`src/rtl/float_pkg.sv`:
```
// Shared constants and types for the binary32 <-> int32 conversion blocks.
package float_pkg;

  // binary32 field layout
  localparam int EXP_W  = 8;
  localparam int FRAC_W = 23;
  localparam int MANT_W = FRAC_W + 1;

  // Exponent landmarks
  localparam logic [EXP_W-1:0] EXP_BIAS    = 8'd127;
  localparam logic [EXP_W-1:0] EXP_OFFSET  = EXP_BIAS + 8'(FRAC_W);  // 150: mantissa LSB has weight 1
  localparam logic [EXP_W-1:0] EXP_SAT     = EXP_BIAS + 8'd31;       // 158: magnitude >= 2^31
  localparam logic [EXP_W-1:0] EXP_HALF    = EXP_BIAS - 8'd1;        // 126: magnitude in [0.5, 1)
  localparam logic [EXP_W-1:0] EXP_SPECIAL = 8'hFF;                  // inf / NaN

  // Integer saturation limits
  localparam logic [31:0] INT_MAX = 32'h7FFF_FFFF;
  localparam logic [31:0] INT_MIN = 32'h8000_0000;

  // -2^31 is representable exactly and must not be reported as saturated
  localparam logic [31:0] X_NEG_2P31 = 32'hCF00_0000;

  // Conversion status reported with each result
  typedef enum logic [1:0] {
    STATUS_EXACT   = 2'b00,
    STATUS_INEXACT = 2'b01,
    STATUS_SAT     = 2'b10,
    STATUS_INVALID = 2'b11
  } status_e;

  // Overflow code delivered by the upstream float adder
  typedef enum logic [1:0] {
    OVF_NONE    = 2'b00,
    OVF_UPPER   = 2'b01,
    OVF_UNDER   = 2'b10,
    OVF_SPECIAL = 2'b11
  } ovf_e;

  // Converter sequencing
  typedef enum logic [2:0] {
    IDLE   = 3'd0,
    UNPACK = 3'd1,
    SHIFT  = 3'd2,
    ROUND  = 3'd3,
    DONE   = 3'd4
  } state_e;

endpackage

```
`src/rtl/rne_round.sv`:
```
// Round-to-nearest-even of an aligned magnitude plus guard/sticky, then apply sign.
module rne_round (
  input  logic [31:0] mag,
  input  logic        guard,
  input  logic        sticky,
  input  logic        sign,
  output logic [31:0] q,
  output logic        inexact
);

  logic        inc;
  logic [31:0] rounded;

  // Round up when above half, or exactly half with an odd LSB; then negate if needed
  always_comb begin
    inc     = guard & (sticky | mag[0]);
    rounded = mag + {31'd0, inc};
    q       = sign ? (~rounded + 32'd1) : rounded;
    inexact = guard | sticky;
  end

endmodule

```
`src/rtl/float_to_int.sv`:
```
// Iterative binary32 -> saturated int32 converter, one alignment bit per cycle.
module float_to_int
  import float_pkg::*;
(
  input  logic        clk,
  input  logic        rst,
  input  logic        in_valid,
  output logic        in_ready,
  input  logic [31:0] x,
  input  logic [1:0]  in_flag,
  output logic        out_valid,
  input  logic        out_ready,
  output logic [31:0] q,
  output logic [1:0]  status
);

  state_e      state_q, state_d;
  logic [31:0] x_q, x_d;
  ovf_e        flag_q, flag_d;
  logic [31:0] mag_q, mag_d;
  logic        guard_q, guard_d;
  logic        sticky_q, sticky_d;
  logic [4:0]  cnt_q, cnt_d;
  logic        left_q, left_d;
  logic [31:0] q_q, q_d;
  status_e     status_q, status_d;
  logic        out_valid_q, out_valid_d;

  // Field decode of the captured operand
  logic                  sign_w;
  logic [EXP_W-1:0]      exp_w;
  logic [FRAC_W-1:0]     frac_w;
  logic [MANT_W-1:0]     mant_w;
  logic [EXP_W-1:0]      shift_w;
  logic [31:0]           sat_w;
  logic                  is_nan_w;
  logic                  is_inf_w;

  assign sign_w   = x_q[31];
  assign exp_w    = x_q[30:23];
  assign frac_w   = x_q[22:0];
  assign mant_w   = {exp_w != 8'd0, frac_w};
  assign shift_w  = (exp_w >= EXP_OFFSET) ? (exp_w - EXP_OFFSET) : (EXP_OFFSET - exp_w);
  assign sat_w    = sign_w ? INT_MIN : INT_MAX;
  assign is_nan_w = (exp_w == EXP_SPECIAL) && (frac_w != '0);
  assign is_inf_w = (exp_w == EXP_SPECIAL) && (frac_w == '0);

  logic [31:0] rnd_q;
  logic        rnd_inexact;

  rne_round u_rne_round (
    .mag     (mag_q),
    .guard   (guard_q),
    .sticky  (sticky_q),
    .sign    (sign_w),
    .q       (rnd_q),
    .inexact (rnd_inexact)
  );

  // State and datapath registers; reset aborts any operation in flight
  // NOTE: sequential state uses non-blocking assignment so all registers update together on the edge.
  always_ff @(posedge clk or negedge rst) begin
    if (!rst) begin
      state_q     <= IDLE;
      x_q         <= '0;
      flag_q      <= OVF_NONE;
      mag_q       <= '0;
      guard_q     <= 1'b0;
      sticky_q    <= 1'b0;
      cnt_q       <= '0;
      left_q      <= 1'b0;
      q_q         <= '0;
      status_q    <= STATUS_EXACT;
      out_valid_q <= 1'b0;
    end else begin
      state_q     <= state_d;
      x_q         <= x_d;
      flag_q      <= flag_d;
      mag_q       <= mag_d;
      guard_q     <= guard_d;
      sticky_q    <= sticky_d;
      cnt_q       <= cnt_d;
      left_q      <= left_d;
      q_q         <= q_d;
      status_q    <= status_d;
      out_valid_q <= out_valid_d;
    end
  end

  // Next-state and datapath update for each phase of the conversion
  // NOTE: every signal gets its hold value first, so no path through the case leaves one unassigned (no latches).
  always_comb begin
    state_d     = state_q;
    x_d         = x_q;
    flag_d      = flag_q;
    mag_d       = mag_q;
    guard_d     = guard_q;
    sticky_d    = sticky_q;
    cnt_d       = cnt_q;
    left_d      = left_q;
    q_d         = q_q;
    status_d    = status_q;
    out_valid_d = out_valid_q;

    case (state_q)
      IDLE: begin
        if (in_valid) begin
          x_d     = x;
          flag_d  = ovf_e'(in_flag);
          state_d = UNPACK;
        end
      end

      UNPACK: begin
        if (is_nan_w) begin
          q_d      = INT_MIN;
          status_d = STATUS_INVALID;
          state_d  = DONE;
        end else if (is_inf_w || (flag_q == OVF_UPPER)) begin
          q_d      = sat_w;
          status_d = STATUS_SAT;
          state_d  = DONE;
        end else if (exp_w >= EXP_SAT) begin
          q_d      = sat_w;
          status_d = (x_q == X_NEG_2P31) ? STATUS_EXACT : STATUS_SAT;
          state_d  = DONE;
        end else if (exp_w < EXP_HALF) begin
          // Magnitude below one half always rounds to zero
          q_d      = '0;
          status_d = (x_q[30:0] == 31'd0) ? STATUS_EXACT : STATUS_INEXACT;
          state_d  = DONE;
        end else begin
          mag_d    = {8'd0, mant_w};
          guard_d  = 1'b0;
          sticky_d = 1'b0;
          cnt_d    = 5'(shift_w);
          left_d   = (exp_w >= EXP_OFFSET);
          state_d  = (shift_w == 8'd0) ? ROUND : SHIFT;
        end
      end

      SHIFT: begin
        if (left_q) begin
          mag_d = {mag_q[30:0], 1'b0};
        end else begin
          sticky_d = sticky_q | guard_q;
          guard_d  = mag_q[0];
          mag_d    = {1'b0, mag_q[31:1]};
        end
        cnt_d = cnt_q - 5'd1;
        if (cnt_q == 5'd1) begin
          state_d = ROUND;
        end
      end

      ROUND: begin
        q_d      = rnd_q;
        status_d = rnd_inexact ? STATUS_INEXACT : STATUS_EXACT;
        state_d  = DONE;
      end

      DONE: begin
        // First DONE cycle raises out_valid; the result is then held until taken
        if (!out_valid_q) begin
          out_valid_d = 1'b1;
        end else if (out_ready) begin
          out_valid_d = 1'b0;
          state_d     = IDLE;
        end
      end

      default: begin
        state_d = IDLE;
      end
    endcase
  end

  assign in_ready  = (state_q == IDLE);
  assign out_valid = out_valid_q;
  assign q         = q_q;
  assign status    = status_q;

endmodule

```
`config.mk`:
```
export PLATFORM = sky130hd
export DESIGN_NAME = float_to_int
export DESIGN_NICKNAME = d
export VERILOG_FILES = /design/src/rtl/float_pkg.sv /design/src/rtl/rne_round.sv /design/src/rtl/float_to_int.sv
export SDC_FILE = /design/constraint.sdc
export NUM_CORES = 1
export LEC_CHECK = 0
export CAP_MARGIN = 40
export CORE_ASPECT_RATIO = 1.25
export CORE_MARGIN = 5
export CORE_UTILIZATION = 58
export DETAILED_ROUTE_END_ITERATION = 10
export PLACE_DENSITY = 0.9
export SLEW_MARGIN = 20
export SYNTH_ARGS = -nofsm -noshare
export SYNTH_HDL_FRONTEND = slang
export SYNTH_SLANG_ARGS = --single-unit
```
`constraint.sdc`:
```
create_clock -name clk -period 3.4 [get_ports clk]
set_input_delay 0.68 -clock clk [delete_from_list [all_inputs] [get_ports clk]]
set_output_delay 0.68 -clock clk [all_outputs]
set_load 0.05 [all_outputs]
```
==> results.md <==
- Outcome: completed
- DR pass1 iterations: 6
- Antenna Nets Post-Route: 0
- Yosys top cell by area: dfrtp_1
- Via count: 6554
- Crit path largest cell delay: 0.43 ns
- Kind of critical path: reg2reg
- Clock Path Buffers: 2
- Clk slew on worst S/H paths: 0.08 ns
- CP Data Required Time: 3.65 ns
- Final WL: 18000 µm
- Syn avg cell area: 8.83 µm²
- Max-slew violation count: 0
- Root Driver: clkbuf_16
- Antenna violations before repair: 0
- Crit-path cells: o21a_1, ha_1, ha_2, inv_1, ha_1, nor4b_1, a31oi_1, a31o_1, nor2_1, nand3_4, o41ai_4, nor2_1, a211o_1
- Main synth FF type: dfrtp_1
- CP max FO: 7
- Largest net degree at the start of global routing: 65
- Hold Vio Cnt, Final: 0
- Area Overhead vs Synth: 15.7%
- Synth top area share: 37.9%
- Hold_ws: 0.322 ns
- Setup TNS: 0 ns
- Tot GR Track Use: 23.7%
- Htree depth: 3
- YS warnings: 0
- Slew HR: 51.4%
- Top-count cell post-synth: dfrtp_1
- Layout fillers: 977
- Average via count per standard cell: 6.25
- Fin nets: 924
- Arrival @ worst endpoint: 3.48 ns
- Reg2reg setup slack: 0.17 ns
- Vias in the first global route: 6077
- Final HPWL DP: 13000 µm
- Worst setup EP type: flop
- Flip-flop and latch count after synthesis: 112
- Share of layout cells above drive strength 1: 12.0%
- Worst Skew: 0.0125 ns
- Row cnt: 46
- Worst-Skew Late Latency: 0.36 ns
- Mapped cell area: 7400 µm²
- Area of the multi-input gates: 4250 µm²
- ANT cells: 0
- Port Buf Inserts: 73
- Fmax: 309 MHz
- Die area: 15100 µm²
- # IOs: 74
- First-pass GRT wire length: 29700 µm
- Final setup vio count: 0
- Gpl congestion: 0.912
- Syn_nets: 887
- Leakage Power: 0.00326 µW
- Commonest cells post-synth: dfrtp_1, nand2_1, nor2_1
- CTS buffer count: 9
- Max IR drop VDD: 572 µV
- Cells after Synth: 838
- Number of distinct library cells after synthesis: 79
- Post-synth EDFFs: 0
- CTS tree: done
- Die H: 136 µm
- Area contributors post-synth: dfrtp_1, nand2_1, xnor2_1
- PD cells: 973 nW/µm²
- Number of DRC markers in iteration 0: 573
- Initial core utilization: 58.7%
- Die X-Extent: 111 µm
- Crit path launch type: flop
- MaxCap Viol Count: 0
- Clk sinks: 112
- Hold Path Class: in2async
- Tightest Pin Transition: 0.724 ns
- Hold Buf Count CTS: 0
- FF/Latch Area: 2800 µm²
- Sequential element share of the synthesized area: 37.9%
- Asr flop ratio synth: 100%
- Routed len/inst: 17.2 µm
- Fin crit share: 95.1%
- Slowest CP cell: dfrtp_1
- Gr ovfl total: 0
- Core ar.: 12600 µm²
- Post-layout minimum cycle time: 3.23 ns
- DRC viols: 0
- RSZ-0062 raised after global routing: false
registers in the layout, indices dropped and copies added (netlist names):
| signal | cells |
|---|---|
| left_q | 1 |
| x_q | 32 |
| guard_q | 1 |
| q | 32 |
| out_valid | 1 |
| state_q | 3 |
| status | 2 |
| sticky_q | 1 |
| mag_q | 32 |
| flag_q | 2 |
| cnt_q | 5 |
layer usage:
metal | GRT usage [%] | vias to the layer above | part of all wire [%]
li1 | - | 3112 | -
met1 | 30.9 | 3132 | 41
met2 | 41.1 | 275 | 50
met3 | 2.67 | 35 | 6.1
met4 | 8.59 | 0 | 2.7
met5 | 0 | - | 0
cells by family after synthesis:
kind of cell    count (synthesis)  share of synthesized area (%)
flops                         112                           37.9
buf+inv                        85                           4.97
fa+ha+maj                      11                           1.86
mux                            44                           6.44
xor+xnor                       58                           6.97
simple gates                  333                           24.0
compound gates                195                           17.9
stage by stage:
stage | util [%] | power (µW) | setup WS, ns | instance area, µm² | cells
finish | 67.9 | 8330 | 0.165 | 8560 | 1048
global route | 67.9 | 8870 | 0.0143 | 8560 | 1048
CTS | 67.7 | 8300 | 0.0947 | 8530 | 1047
detailed placement | 65.3 | 7200 | 0.128 | 8230 | 1031
global placement | 65.1 | 7060 | 0.274 | 8200 | 1030
floorplan | - | 6000 | 0.318 | 7400 | 838
what timing repair did:
| item | in CTS | in global routing |
|---|---|---|
| endpoints found under the setup margin | 0 | 13 |
| buffers inserted | 0 | 1 |
| resized for setup | 0 | 4 |
cells in the final DEF, fill, tap and decap left out, types with 4 or more instances in the layout:
cell type / instances
a211oi_1: 27
a21oi_1: 29
a31oi_1: 28
and2_1: 6
and3_1: 8
buf_4: 23
clkbuf_16: 9
clkdlybuf4s50_1: 72
dfrtp_1: 112
ha_1: 10
inv_1: 12
inv_6: 4
mux2_2: 29
mux2i_1: 15
nand2_1: 99
nand2b_1: 6
nand3_1: 28
nand4_1: 15
nand4b_1: 4
nor2_1: 66
nor2b_1: 25
nor3_1: 23
nor4_1: 9
o21ai_0: 34
o22ai_1: 28
o31ai_1: 8
or3_1: 5
xnor2_1: 38
xor2_1: 18
power by group:
group | switching, µW | internal, µW
clock | 507 | 583
combinational | 2600 | 1820
sequential | 860 | 1950
cell type report:
class                   count  share of cell area [%]
multi-input cells         641                    49.7
inverters                  14                   0.614
clock inverters             6                   0.848
flip-flops and latches    112                    32.7
well taps                 168                    2.46
clock buffers              10                    2.68
repair buffers             97                    11.0
critical path, delay by kind of cell (launching register included):
family	cells	cell delay [ns]
DFF	1	0.43
adders and majority gates	3	0.73
and+or+nand+nor	4	0.85
AOI/OAI and AO/OA	5	1.05
buffers and inverters	1	0.06
final timing paths:
| check | from | to | depth (start not counted) |
|---|---|---|---|
| setup / recovery | mag_q[0] | q[28] | 13 |
| hold / removal | rst | x_q[24] | 1 |
| setup reg to reg | mag_q[0] | q[28] | 13 |
| hold reg to reg | cnt_q[3] | cnt_q[3] | 1 |
| max in group asynchronous | rst | x_q[5] | 2 |
| min in group clk | cnt_q[3] | cnt_q[3] | 1 |
Note: power is estimated with default switching activity, not from simulation.
==> patch 1: new RTL, same settings <==
The 5 states of `state_e` get a Gray code encoding in 3 bits.
--- a/src/rtl/float_pkg.sv
+++ b/src/rtl/float_pkg.sv
@@ -38,11 +38,11 @@
 
   // Converter sequencing
   typedef enum logic [2:0] {
-    IDLE   = 3'd0,
-    UNPACK = 3'd1,
-    SHIFT  = 3'd2,
-    ROUND  = 3'd3,
-    DONE   = 3'd4
+    IDLE   = 3'b000,
+    UNPACK = 3'b001,
+    SHIFT  = 3'b011,
+    ROUND  = 3'b010,
+    DONE   = 3'b110
   } state_e;
 
 endpackage
Behaviour: same outputs for any inputs over 4 cycles, from zero or initial values and one cycle with rst low; so few cycles prove little.
==> patch 1 against the unedited design <==
Sequential cell count did not move. Critical path depth decreased by 2. Cell area increased by 0.45%. Clock power shrank 5%. Synthesized area fell by 2.2%. Combinational power up 14%. Worst setup slack lost 0.10 ns. Power up 4.6%. Routed wire length rose by 1.8%. First-iteration DRC count is 29% higher. Highest routed layer unchanged.
==> patch 1: results (changes against the unedited design) <==
Yosys
  – Seq/Total Area, Yosys: 38.8% (+0.87 points)
  – Post-synth top cells: dfrtp_1 (112), nand2_1 (79), o21ai_0 (72)
  – Syn Area/Cell: 8.83 um^2 (about the same)
  – Syn_nets: 870 (-1.9%)

Final layout
  – Multi-input gates: 622 (-3.0%)
  – Non-clk buf share: 12.7% (+1.7 points)
  – Design Area, Final: 0.00860 mm^2 (+0.45%)
  – Area occupied by multi-input gates: 0.00416 mm^2 (-2.1%)
  – Fillcell total: 925 (-5.3%)
  – Final cell count without fillers: 1,046 (-0.19%)
  – ClkCell Share: 3.22% (-0.31 points)

Worst setup path
  – Slowest cell on the critical path: or4_4
  – CP Data Arrival Time: 3.57 ns (+0.09 ns)
  – Reg2reg setup slack: 0.06 ns (-0.10 ns)
  – CP peak stage delay: 0.57 ns (+0.14 ns)
  – Critical path peak fanout: 5 (-2)
  – Worst R2R Path Depth: 11 (-2)
  – Worst flop-to-flop path endpoint: q[31]

Timing
  – Worst hold margin: 0.317 ns (-0.00528 ns)
  – Layout Skew: 0.00632 ns (-0.00614 ns)

Place
  – GPL Wtd Cong: 0.942 (+3.3%)
  – Hpwl dp: 12.6 mm (-3.1%)
  – Area after DPL: 0.00825 mm^2 (+0.23%)

Clocking
  – Cts repair resizes: 2 (+2)

Detailed routing
  – DRT iter0 DRCs: 737 (+29%)
  – Routed via count: 6,634 (+1.2%)
  – WL/cell: 17.5 um (+2.0%)

Global route
  – Pin count of the biggest net entering global routing: 71 (+9.2%)
  – Vias in the first global route: 6,038 (-0.64%)

Power
  – Leakage: 3.33 nW (+2.3%)

Outcome
  – Status: finished, final reports clean
-- patch 1: changes by cell type after synthesis, sizes merged, moves of 21 or more --
cell / delta
o22ai: -25
o21ai: +47
nor2b: -23
nand2: -21
a21oi: +34
a31oi: -23
-- patch 1: kinds of logic (layout without fill, tap and decap cells) --
group	after synthesis	count (layout)	share of synthesized area, %
mux	67	67	9.83
simple gates	259	259	18.2
xor+xnor	61	61	7.39
buf+inv	85	148	4.72
compound gates	222	222	18.9
flops	112	112	38.8
fa+ha+maj	13	13	2.25
-- patch 1: layer usage --
layer	GRT usage, %	wire length, um	up-vias
li1	-	-	3072
met1	34.7	7470	3140
met2	38.6	8920	354
met3	3.01	1270	68
met4	9.42	631	0
met5	0	0	-
-- patch 1: where the power goes --
part	total (W)	internal, W	switching (W)
Clock	0.00104	0.000562	0.000473
Combinational	0.00503	0.00203	0.00300
Sequential	0.00265	0.00195	0.000691
Total	0.00871	0.00454	0.00416
==> patch 2: new RTL, same flow settings <==
Made on the original files. `INT_MAX`: 32'h7FFF_FFFF -> 32'h3FFFFFFF.
--- a/src/rtl/float_pkg.sv
+++ b/src/rtl/float_pkg.sv
@@ -14,7 +14,7 @@
   localparam logic [EXP_W-1:0] EXP_SPECIAL = 8'hFF;                  // inf / NaN
 
   // Integer saturation limits
-  localparam logic [31:0] INT_MAX = 32'h7FFF_FFFF;
+  localparam logic [31:0] INT_MAX = 32'h3FFFFFFF;
   localparam logic [31:0] INT_MIN = 32'h8000_0000;
 
   // -2^31 is representable exactly and must not be reported as saturated
Formal check against the unedited RTL: not equivalent (Yosys sat finds a counterexample within 4 cycles, from zero or initial values and one cycle with rst low).
==> patch 2 against the unedited design <==
Cell area is 3.2% higher. Worst hold slack worse by 0.015 ns. Routed wire length is 3.9% higher. Power is 2.1% higher. Worst setup slack worse by 0.032 ns. Synthesized area is 0.24% higher. Sequential cell count stayed put. Maximum frequency is 0.98% lower. Highest routed layer unchanged. Critical path depth stayed put. Utilization is 2.2 points higher.
==> patch 2: results (changes against the unedited design) <==
Detailed routing
  – WL met3: 1.25 mm (+14%)
  – M1 WL: 7.95 mm (+8.1%)
  – Met2 WL: 9.05 mm (about the same)
  – Via density: 6.17 (-1.3%)
  – DRT Pass-1 Iters: 7 (+1)
  – Final wirelength: 18.7 mm (+3.9%)

Power
  – P_int: 0.00452 W (+3.8%)
  – Sequential power share: 32.4% (-1.4 points)
  – Power share of the clock group: 12.9% (-0.2 points)
  – Leakage: 3.55 nW (+9.1%)

Yosys
  – Post-synth top cells: dfrtp_1 (112), nand2_1 (102), nor2_1 (64)
  – Cell variety after synth: 68 (-14%)
  – Post-Syn Instances: 853 (+1.8%)

Worst setup path
  – Delay-heaviest family, CP: simple AND/OR/NAND/NOR gates
  – CP peak stage delay: 0.52 ns (+0.09 ns)
  – Worst Setup EP: q[25]
  – RR Startpoint: sticky_q
  – Reg2reg setup slack: 0.13 ns (-0.03 ns)

Place
  – Post-Place Worst Slack: 0.0338 ns (-0.0940 ns)
  – Hpwl dp: 13.3 mm (+2.2%)

Global route
  – First-pass GRT wire length: 30.7 mm (+3.4%)
  – All-Layer GR Usage: 24.3% (+0.64 points)
  – Grt met1 use: 33.1% (+2.2 points)

Timing
  – Layout Skew: 0.0120 ns (-0.000431 ns)
  – Worst-margin pin slew: 0.625 ns (-0.0995 ns)

Final layout
  – Layout cells sized above 1: 14.9% (+2.8 points)
  – Fin util: 70.1% (+2.2 points)

Outcome
  – Status: finished, final reports clean
==> patch 2: logic make-up after synthesis <==
| family | after synthesis | share of synthesized area, % |
|---|---|---|
| AOI/OAI and AO/OA | 201 | 18.1 |
| xor gates and xnor gates | 56 | 6.61 |
| adders and majority gates | 11 | 1.86 |
| buffers and inverters | 91 | 5.10 |
| DFF | 112 | 37.8 |
| muxes | 51 | 7.49 |
| and+or+nand+nor | 331 | 23.0 |
==> patch 2: worst min path at each step <==
stage,endpoint,slack [ns],cells after the start
after floorplan,cnt_q[0],0.38,0
after global placement,q[15],0.48,2
after detailed placement,cnt_q[3],0.48,1
after CTS,x_q[25],0.33,1
after global routing,x_q[24],0.36,1
final,x_q[25],0.31,1
==> patch 2: final cells by class <==
cell class / count / share of cell area [%]
sequential: 112 / 31.7
timing repair buffer: 122 / 12.9
clock inverter: 5 / 0.722
multi-input combinational: 650 / 48.9
inverter: 16 / 0.680
tap: 168 / 2.38
clock buffer: 10 / 2.71
